`config.mk`:
```
export PLATFORM = sky130hd
export DESIGN_NAME = writeback_stage
export DESIGN_NICKNAME = d
export VERILOG_FILES = /design/src/rtl/writeback_stage.sv
export SDC_FILE = /design/constraint.sdc
export NUM_CORES = 1
export LEC_CHECK = 0
export ABC_CLOCK_PERIOD_IN_PS = 4400
export CORE_ASPECT_RATIO = 1.1
export CORE_MARGIN = 2
export CORE_UTILIZATION = 47
export CTS_CLUSTER_SIZE = 40
export DETAILED_ROUTE_END_ITERATION = 10
export PLACE_DENSITY = 0.85
export RECOVER_POWER = 50
export SLEW_MARGIN = 20
export SYNTH_ARGS = -nofsm -noshare
export SYNTH_HDL_FRONTEND = slang
export SYNTH_SLANG_ARGS = --single-unit
export TNS_END_PERCENT = 30
```
`constraint.sdc`:
```
create_clock -name clk -period 4.4 [get_ports clk]
set_clock_uncertainty 0.2 [all_clocks]
set_input_delay 1.32 -clock clk [delete_from_list [all_inputs] [get_ports clk]]
set_output_delay 1.32 -clock clk [all_outputs]
set_load 0.01 [all_outputs]
```
`src/rtl/writeback_stage.sv`:
```
// writeback_stage
//   Selects the writeback value for a retiring instruction (upper immediate,
//   ALU result, return address or an extracted and extended load) and queues
//   it in a small FIFO that feeds the register file write port.
//
// Ports
//   clk, rst_n           clock, asynchronous active-low reset
//   clk_enable           global stall; low freezes every piece of state
//   in_valid/in_ready    producer handshake (in_ready depends on occupancy only)
//   in_sel               000 UPPER, 001 ALU, 010 RET_ADDR, 011 LOAD
//   in_rd                destination register index
//   in_upper_imm, in_alu, in_ret_addr, in_load_data, in_load_mode, in_load_off
//                        candidate result sources and load extraction controls
//   out_valid/out_ready  register file handshake
//   out_data, out_rd     head entry, zero while the buffer is empty
//   out_we               head entry targets a register other than x0
//   count                buffer occupancy
module writeback_stage #(
  parameter int XLEN  = 32,
  parameter int DEPTH = 2,
  parameter int RD_W  = 5
) (
  input  logic                   clk,
  input  logic                   rst_n,
  input  logic                   clk_enable,
  input  logic                   in_valid,
  output logic                   in_ready,
  input  logic [2:0]             in_sel,
  input  logic [RD_W-1:0]        in_rd,
  input  logic [XLEN-1:0]        in_upper_imm,
  input  logic [XLEN-1:0]        in_alu,
  input  logic [XLEN-3:0]        in_ret_addr,
  input  logic [31:0]            in_load_data,
  input  logic [2:0]             in_load_mode,
  input  logic [1:0]             in_load_off,
  output logic                   out_valid,
  input  logic                   out_ready,
  output logic [XLEN-1:0]        out_data,
  output logic [RD_W-1:0]        out_rd,
  output logic                   out_we,
  output logic [$clog2(DEPTH):0] count
);

  localparam int AW = $clog2(DEPTH);
  localparam int CW = AW + 1;
  localparam logic [CW-1:0] DEPTH_C = CW'(DEPTH);

  // Byte/halfword/word extraction with sign or zero extension to XLEN.
  // Size casts of the signed locals sign-extend; casts of raw slices zero-extend.
  function automatic logic [XLEN-1:0] extract_load(input logic [31:0] word,
                                                   input logic [2:0]  mode,
                                                   input logic [1:0]  off);
    logic signed [7:0]  b;
    logic signed [15:0] h;
    logic signed [31:0] w;
    logic [XLEN-1:0]    r;
    b = $signed(word[{off, 3'b000} +: 8]);
    h = $signed(word[{off[1], 4'b0000} +: 16]);
    w = $signed(word);
    case (mode)
      3'b000:  r = XLEN'(b);
      3'b001:  r = XLEN'(h);
      3'b010:  r = XLEN'(w);
      3'b100:  r = XLEN'($unsigned(b));
      3'b101:  r = XLEN'($unsigned(h));
      default: r = '0;
    endcase
    return r;
  endfunction

  function automatic logic [XLEN-1:0] select_result(input logic [2:0]      sel,
                                                    input logic [XLEN-1:0] upper,
                                                    input logic [XLEN-1:0] alu,
                                                    input logic [XLEN-3:0] ret,
                                                    input logic [XLEN-1:0] load);
    logic [XLEN-1:0] r;
    case (sel)
      3'b000:  r = upper;
      3'b001:  r = alu;
      3'b010:  r = {ret, 2'b00};
      3'b011:  r = load;
      default: r = '0;
    endcase
    return r;
  endfunction

  logic [XLEN-1:0] data_mem [DEPTH];
  logic [RD_W-1:0] rd_mem   [DEPTH];
  logic [AW-1:0]   wr_ptr;
  logic [AW-1:0]   rd_ptr;
  logic            push;
  logic            pop;
  logic [XLEN-1:0] result_p0;

  // Stage p0: result formation and handshake decode (combinational at accept)
  assign in_ready  = (count < DEPTH_C);
  assign out_valid = (count != '0);
  assign push      = in_valid & in_ready & clk_enable;
  assign pop       = out_valid & out_ready & clk_enable;
  assign result_p0 = select_result(in_sel, in_upper_imm, in_alu, in_ret_addr,
                                   extract_load(in_load_data, in_load_mode, in_load_off));

  // Stage p1: buffer state; the head is visible only while occupied
  always_ff @(posedge clk or negedge rst_n) begin
    if (!rst_n) begin
      wr_ptr <= '0;
      rd_ptr <= '0;
      count  <= '0;
    end else if (clk_enable) begin
      if (push) wr_ptr <= wr_ptr + AW'(1);
      if (pop)  rd_ptr <= rd_ptr + AW'(1);
      case ({push, pop})
        2'b10:   count <= count + CW'(1);
        2'b01:   count <= count - CW'(1);
        default: count <= count;
      endcase
    end
  end

  always_ff @(posedge clk) begin
    if (push) begin
      data_mem[wr_ptr] <= result_p0;
      rd_mem[wr_ptr]   <= in_rd;
    end
  end

  assign out_data = out_valid ? data_mem[rd_ptr] : '0;
  assign out_rd   = out_valid ? rd_mem[rd_ptr]   : '0;
  assign out_we   = out_valid && (out_rd != '0);

endmodule

```
==> results of run 1 <==
## state kept, by name, indices dropped and copies added, names as in the netlist
| signal | cells |
|---|---|
| data_mem | 64 |
| rd_mem | 10 |
| count | 2 |
| rd_ptr | 1 |
| wr_ptr | 1 |
## path summary, 6_finish.rpt
| path | end | cells past startpoint | from |
|---|---|---|---|
| setup / recovery | out_data[19] | 4 | rd_ptr |
| hold / removal | wr_ptr | 1 | wr_ptr |
| setup reg to reg | data_mem[0][24] | 4 | count[1] |
| hold reg to reg | wr_ptr | 1 | wr_ptr |
| max in group asynchronous | wr_ptr | 1 | rst_n |
| min in group asynchronous | count[1] | 1 | rst_n |
## placed cells by master, fill, tap and decap left out, types with 2 or more instances in the layout
cell,synthesis,final
a21oi_1,47,47
a221oi_1,2,2
a221oi_2,8,8
a222oi_1,5,5
buf_4,2,10
clkbuf_1,15,2
clkbuf_8,0,9
clkdlybuf4s50_1,0,171
clkinv_2,0,2
dfrtp_1,4,4
dlygate4sd3_1,0,13
edfxtp_1,74,74
inv_1,4,4
inv_6,0,2
mux2_2,7,7
mux2i_1,73,73
nand2_1,3,3
nand2b_1,2,2
nor2_1,74,71
nor2_4,0,2
nor2b_1,5,4
nor3_1,2,2
o21ai_0,2,2
o22ai_1,30,30
o32ai_1,3,3
xnor2_1,4,4
## critical path: cells and delay by family (launching register included)
kind | cells | cell delay (ns)
and+or+nand+nor | 1 | 0.07
buffers and inverters | 2 | 1.05
DFF | 1 | 0.48
muxes | 1 | 0.40
## power by group
part           leakage, nW  total, mW  internal, mW  switching (mW)
clock network       0.0874      0.477         0.206           0.271
logic                 1.63       1.25         0.640           0.609
registers            0.730      0.950         0.905          0.0451
## layout make-up
class	count	area, um^2	share of cell area (%)
Sequential cell	78	2322	35.24
Inverter	4	15.01	0.2278
Timing Repair Buffer	198	1934	29.35
Clock inverter	7	47.55	0.7215
Tap cell	117	146.4	2.221
Multi-Input combinational cell	282	2001	30.36
Clock buffer	9	123.9	1.880
## per-stage QoR
stage	power, mW	setup slack [ns]	util, %	area, um^2	hold WS, ns
6_report	2.676	0.5098	70.82	6590	0.3770
5_1_grt	2.791	0.4096	70.82	6590	0.3988
4_1_cts	2.702	0.5851	71.02	6609	0.3843
3_5_place_dp	2.238	0.6008	69.18	6437	0.3711
3_3_place_gp	2.210	0.4439	69.15	6435	0.3370
2_1_floorplan	1.567	0.7140	-	4469	0.2681
## cell families after synthesis
family                     synth area share [%]
AOI/OAI and AO/OA                         15.57
muxes                                     18.11
adders and majority gates                0.2799
xor gates and xnor gates                 0.9798
DFF                                       51.96
buffers and inverters                     3.723
and+or+nand+nor                           9.379
## metal layers
metal / vias up / track usage (%) / share of wire [%]
met5: - / 0 / 0
met2: 230 / 50.35 / 53
met1: 1972 / 33.95 / 37
met3: 39 / 4.208 / 6.6
met4: 0 / 13.68 / 3.8
li1: 1855 / - / -
==> impl_results.md, run 1 <==
- Gpl congestion: 0.9384
- Post-synth ARST share: 5.128%
- Lkg Pwr: 2.442 nW
- Placed cells: 679
- Register bit count reported by yosys: 78
- Die Span X: 96.98 um
- Mapped Avg Cell Area: 11.26 um^2
- Worst Max-Slew Pin Slew: 0.9583 ns
- DRT iter0 DRCs: 282
- Die ar.: 10310 um^2
- Layout fillers: 704
- Synth unique cells: 38
- TritonCTS clock tree: built
- Kind of critical path: reg2out
- Max-cap viol count: 0
- Cell count after synthesis: 397
- Fraction of layout cells with a size suffix above 1: 8.824%
- Hold buffer count at cts: 0
- Gr usage total: 28.42%
- TritonCTS buffer count: 9
- Register area share after synthesis: 51.96%
- Worst-Skew Late Latency: 0.34 ns
- Antenna violations before repair: 0
- Slowest CP cell: buf_4
- Post-synth EDFFs: 74
- Largest cells by area after synthesis: edfxtp_1, mux2i_1, nor2_1, a21oi_1, o22ai_1
- Share of the synthesized area in the top cell type: 49.72%
- Pre-antenna DRT Iters: 5
- Initial Util: 48.03%
- Final Slew Violations: 0
- Critical-path cell list: buf_4 -> mux2i_1 -> nor2_1 -> clkdlybuf4s50_1
- PostCTS Resize Cnt: 0
- CTS Sinks: 78
- Antenna cells: 0
- First-pass GRT wire length: 22.43 mm
- Final Hold Fails: 0
- Pin count of the biggest net entering global routing: 36
- Port Buffer Count: 185
- Yosys top cell by area: edfxtp_1
- Final setup fails: 0
- Non-filler cells, final: 695
- Fin crit period: 3.890 ns
- Final cycle utilization of the critical path: 88.41%
- WL/cell: 21.26 um
- Peak per-stage delay on the critical path: 0.56 ns
- Root Driver: clkbuf_8
- Core Region: 9305 um^2
- Grt total ovfl: 0
- Register clock-pin slew on the reported worst setup and hold paths: 0.08 ns
- CP required: 2.88 ns
- Vias in the first global route: 4185
- PD cells: 406.1 nW/um^2
- Die Ht: 106.3 um
- Outcome: completed
- Post-DRT Antenna Nets: 0
- Io pins: 186
- Mapped cell area: 4469 um^2
- CP arrival: 2.37 ns
- Unrepaired setup endpoints after global routing: false
- Commonest cells post-synth: edfxtp_1, nor2_1, mux2i_1
- Drt total wl: 14.78 mm
- Layout Area Growth over Synthesis: 47.45%
- Ys Warns: 0
- R2R Setup Slk: 1.86 ns
- Max-slew headroom: 36.11%
- Nets@finish: 718
- CP startpoint kind: register
- Max IR drop VDD: 325.6 uV
- Site Rows: 37
- Syn_nets: 542
- Vias post-DR: 4096
- HP Class: reg2reg
- Critical-path maximum fanout: 34
- Setup_tns: 0 ns
- Crit end category: output pin
- DP Wirelength: 11.25 mm
- Post-CTS Setup Bufs: 0
- Residual DRC: 0
- Max H-tree Level: 3
- Max frequency: 0.2571 GHz
- Prevailing post-synth register cell: edfxtp_1
- Via-to-Cell Ratio: 5.894
- Clock buffer depth: 2
No activity file was read; power rests on OpenSTA's default activity.
==> inputs of run 2 (changes only) <==
--- a/config.mk
+++ b/config.mk
@@ -6,6 +6,7 @@
 export NUM_CORES = 1
 export LEC_CHECK = 0
 export ABC_CLOCK_PERIOD_IN_PS = 4400
+export CAP_MARGIN = 20
 export CORE_ASPECT_RATIO = 1.1
 export CORE_MARGIN = 2
 export CORE_UTILIZATION = 47
==> results of run 2 <==
Final layout, timing and power as in run 1 (identical DEF).
==> inputs of run 3 (changes only) <==
--- a/config.mk
+++ b/config.mk
@@ -14,6 +14,7 @@
 export DETAILED_ROUTE_END_ITERATION = 10
 export PLACE_DENSITY = 0.85
 export RECOVER_POWER = 50
+export SKIP_LAST_GASP = 1
 export SLEW_MARGIN = 20
 export SYNTH_ARGS = -nofsm -noshare
 export SYNTH_HDL_FRONTEND = slang
==> results of run 3 <==
Final layout, timing and power as in run 1 (identical DEF).
==> RTL edit 1: new RTL, flow settings as in run 1 <==
`DEPTH`: 2 -> 4.
--- a/src/rtl/writeback_stage.sv
+++ b/src/rtl/writeback_stage.sv
@@ -17,7 +17,7 @@
 //   count                buffer occupancy
 module writeback_stage #(
   parameter int XLEN  = 32,
-  parameter int DEPTH = 2,
+  parameter int DEPTH = 4,
   parameter int RD_W  = 5
 ) (
   input  logic                   clk,
Interface: changed (resized count); port bits go from 186 to 187. The function was not compared with the original's and may differ.
==> RTL edit 1 against run 1 <==
Combinational power rose by 47%. Synthesized area rose by 67%. Sequential power is 92% higher. Setup slack worse by 0.27 ns. Routed wire length increased by 29%. Fmax fell by 6.5%. Cell area increased by 53%. Power up 90%. First-iteration DRC count grew 77%. Sequential cell count grew 77. Critical endpoint is now out_we.
==> RTL edit 1: results (changes against run 1) <==
FF/Latch Area=4620 um2 (+99%); CP max stage delay=0.59 ns (+0.03 ns); Compound-Gate Fraction of Synth Area=8.37% (-7.2 points); post-synthesis xor/xnor area fraction=0.704% (-0.28 points); Synth Area in Adders=1.11% (+0.83 points); Arr. time, crit path=2.64 ns (+0.27 ns); first-pass GRT wire length=29,300 um (+31%); Seq/Total Area, Yosys=61.9% (+9.9 points); clock network area share=5.88% (+3.3 points); Fillers=1,105 (+57%); Core ar.=15,600 um2 (+68%); Largest regs=data_mem (128), rd_mem (20), count (3); H-tree levels=4 (+1); vias in the first global route=5,369 (+28%); GR Util All Layers=23.7% (-4.7 points); hold worst-path end=count[0]$_DFFE_PN0P_; # clock sinks=155 (+99%); worst reg2reg startpoint=count[0]$_DFFE_PN0P_; outcome=completed; LEAKAGE=3.47 nW (+42%); placed inst area=9550 um2 (+48%); GPL Wtd Cong=0.955 (+1.7%); pwr/cell area=503 nW/um2 (+24%); r2r setup slk=1.51 ns (-0.35 ns); Worst slew margin=28.4% (-7.7 points); root buf cell=clkbuf_16; Worst path top cell family by delay=multiplexers; Synth area leaders=edfxtp_1 (60%), mux4_2 (10%), mux2i_1 (4.4%); WL final=19,100 um (+29%); largest net degree at the start of global routing=41 (+14%); Worst IR Drop VDD=0.310 mV (-4.9%); Post-synth EDFFs=148 (+100%); multi-input logic area=2640 um2 (+32%); Critical Path Sink=out_we; multi-input gates=301 (+6.7%); Layout clock buffers=17 (+8); bufs w/o clock=200 (+1.0%); IO Port Bufs=186 (+0.54%); FFs w/ async S/R, synth=4.52% (-0.61 points); Vias/cell=5.87 (-0.35%); CP max FO=6 (-82%); Detailed Route Iter0 Violations=499 (+77%); post-synthesis mux area share=16.1% (-2.0 points); post-DP HPWL=14,100 um (+25%); CP max stage cell=mux4_1
RTL edit 1: per-stage QoR:
| step | setup slack, ns | hold slack (ns) | instances |
|---|---|---|---|
| 2_1_floorplan | 1.18 | 0.339 | 505 |
| 6_report | 0.241 | 0.325 | 897 |
| 5_1_grt | 0.111 | 0.331 | 897 |
| 3_5_place_dp | 0.365 | 0.310 | 865 |
| 3_3_place_gp | 0.513 | 0.300 | 865 |
| 4_1_cts | 0.0245 | 0.323 | 897 |
RTL edit 1: repair_timing:
item	CTS	global route
resized for setup	0	1
endpoints found under the setup margin	0	15
hold buffers	0	0
RTL edit 1: metal layers:
layer / wire length (um) / track usage [%] / vias up
met4: 609 / 10.1 / 0
met1: 7360 / 30.2 / 2572
li1: - / - / 2363
met3: 1470 / 4.57 / 45
met2: 9680 / 39.6 / 288
met5: 0 / 0 / -
RTL edit 1: where the power goes:
group / internal, mW / total (mW) / switching, mW
Clock: 0.768 / 1.42 / 0.654
Sequential: 1.76 / 1.82 / 0.0624
Combinational: 1.04 / 1.84 / 0.798
==> RTL edit 2: new RTL, settings of run 1 <==
Made on the original files. Make the reset (`rst_n`) synchronous in one clocked block. Comments in the files are not updated.
--- a/src/rtl/writeback_stage.sv
+++ b/src/rtl/writeback_stage.sv
@@ -101,7 +101,7 @@
                                    extract_load(in_load_data, in_load_mode, in_load_off));
 
   // Stage p1: buffer state; the head is visible only while occupied
-  always_ff @(posedge clk or negedge rst_n) begin
+  always_ff @(posedge clk) begin
     if (!rst_n) begin
       wr_ptr <= '0;
       rd_ptr <= '0;
Formal check against the unedited RTL: differs if rst_n is asserted again (counterexample within 4 cycles, from zero or initial values and one cycle with rst_n low); with rst_n held inactive, the same outputs for 4 cycles.
==> RTL edit 2 against run 1 <==
Register-to-register slack improved by 0.10 ns. Cell area increased by 2.3%. Synthesized area increased by 2.0%. Sequential cell count increased by 1. Non-clock buffer count increased by 2. Die area increased by 1.9%. Routed wire length decreased by 4.8%. Setup slack improved by 0.046 ns. Largest cell class unchanged.
Power is not compared: it rests on default switching activity, and its combinational part moved more than twofold at a synthesized area within 25%.
==> RTL edit 2: results (changes against run 1) <==
register share of the cell area=34.5% (-0.78 points); post-DP HPWL=10,500 um (-7.0%); non-filler cells, final=714 (+2.7%); Layout clock buffers=11 (+2); Avg Inst Size Synth=11.0 um2 (-2.4%); multi-input logic area=2090 um2 (+4.6%); vias in the first global route=4,218 (+0.79%); R2R Path End=count[1]$_SDFFE_PN0P_; GPL Wtd Cong=0.893 (-4.8%); GR Util All Layers=26.8% (-1.6 points); dpl cells=699 (+2.9%); worst reg2reg startpoint=count[0]$_SDFFE_PN0P_; r2r setup slk=1.96 ns (+0.10 ns); post-synthesis mux area share=18.4% (+0.25 points); Arr. time, crit path=2.32 ns (-0.05 ns); post-synthesis xor/xnor area fraction=0.768% (-0.21 points); fmax=260 MHz (+1.2%); synth cell count leaders=edfxtp_1 (74), mux2i_1 (73), nor2_1 (72); share of layout cells above drive strength 1=9.21% (+0.39 points); outcome=completed; Detailed Route Iter0 Violations=361 (+28%); CP max stage cell=dfxtp_2; worst-margin pin slew=1.06 ns (+0.102 ns); largest net degree at the start of global routing=38 (+5.6%); NumNets Final=738 (+2.8%); FFs w/ async S/R, synth=0% (-5.1 points); final-layout non-clock buffer area share=29.0% (-0.37 points); Fillers=685 (-2.7%); antenna violations before repair=0 (unchanged); DP Worst Slack=0.582 ns (-0.0186 ns); synth unique cells=40 (+5.3%); clock network area share=3.01% (+0.41 points); Vias/cell=5.90 (about the same); CP max stage delay=0.77 ns (+0.21 ns); multi-input gates=297 (+5.3%); wire length per cell=19.7 um (-7.4%); CP max FO=22 (-35%); bufs w/o clock=200 (+1.0%); Synth area leaders=edfxtp_1 (49%), mux2i_1 (16%), nor2_1 (5.9%); Syn Nets=560 (+3.3%); design area=6740 um2 (+2.3%); Compound-Gate Fraction of Synth Area=15.3% (-0.23 points); Seq/Total Area, Yosys=50.9% (-1.0 points); Worst Reg-to-Reg Cells=8 (+4); inverter count=6 (+2); placed inst area=6540 um2 (+1.6%); IO Port Bufs=185 (unchanged)
## RTL edit 2: cell types whose count changed after synthesis, moves of 3 or more
cell,change
a222oi_1,-5
dfxtp_1,+5
dfrtp_1,-4
nor3_1,+4
a221oi_1,+3
buf_1,-3
buf_2,+3
nand2_1,+3
nand3_1,+3
## RTL edit 2: power groups by stage
stage                     logic [mW]  registers (mW)  clock network (mW)
after floorplan                0.201           0.879                   0
after global placement         0.429           0.883                   0
after detailed placement       0.440           0.885                   0
after CTS                      0.442           0.868               0.564
after global routing           0.473           0.871               0.586
final                          0.444           0.868               0.562
## RTL edit 2: worst min-delay path by stage
| stage | startpoint | end | slack [ns] | cells past startpoint |
|---|---|---|---|---|
| floorplan | rd_ptr$_SDFFE_PN0P_ | flop | 0.30 | 2 |
| global placement | rd_ptr$_SDFFE_PN0P_ | rd_ptr$_SDFFE_PN0P_ | 0.32 | 2 |
| detailed placement | rd_ptr$_SDFFE_PN0P_ | rd_ptr$_SDFFE_PN0P_ | 0.34 | 2 |
| CTS | rd_ptr$_SDFFE_PN0P_ | flop | 0.36 | 2 |
| global route | rd_ptr$_SDFFE_PN0P_ | flop | 0.38 | 2 |
| finish | rd_ptr$_SDFFE_PN0P_ | flop | 0.35 | 2 |
## RTL edit 2: worst reg2reg max path: stages (launching register included)
cell      delay (ns)
dfxtp_1         0.36
nor2_2          0.60
inv_1           0.14
and3_1          0.25
ha_1            0.27
nand2b_1        0.17
nor2_1          0.15
xnor2_1         0.07
and2_0          0.14
## RTL edit 2: layer usage
metal  GRT usage (%)  vias up  routed length (um)
met5               0        -                   0
met4            13.4        0                 514
met3            3.96       41                1080
met2            46.0      268                7160
met1            33.1     1981                5310
li1                -     1921                   -
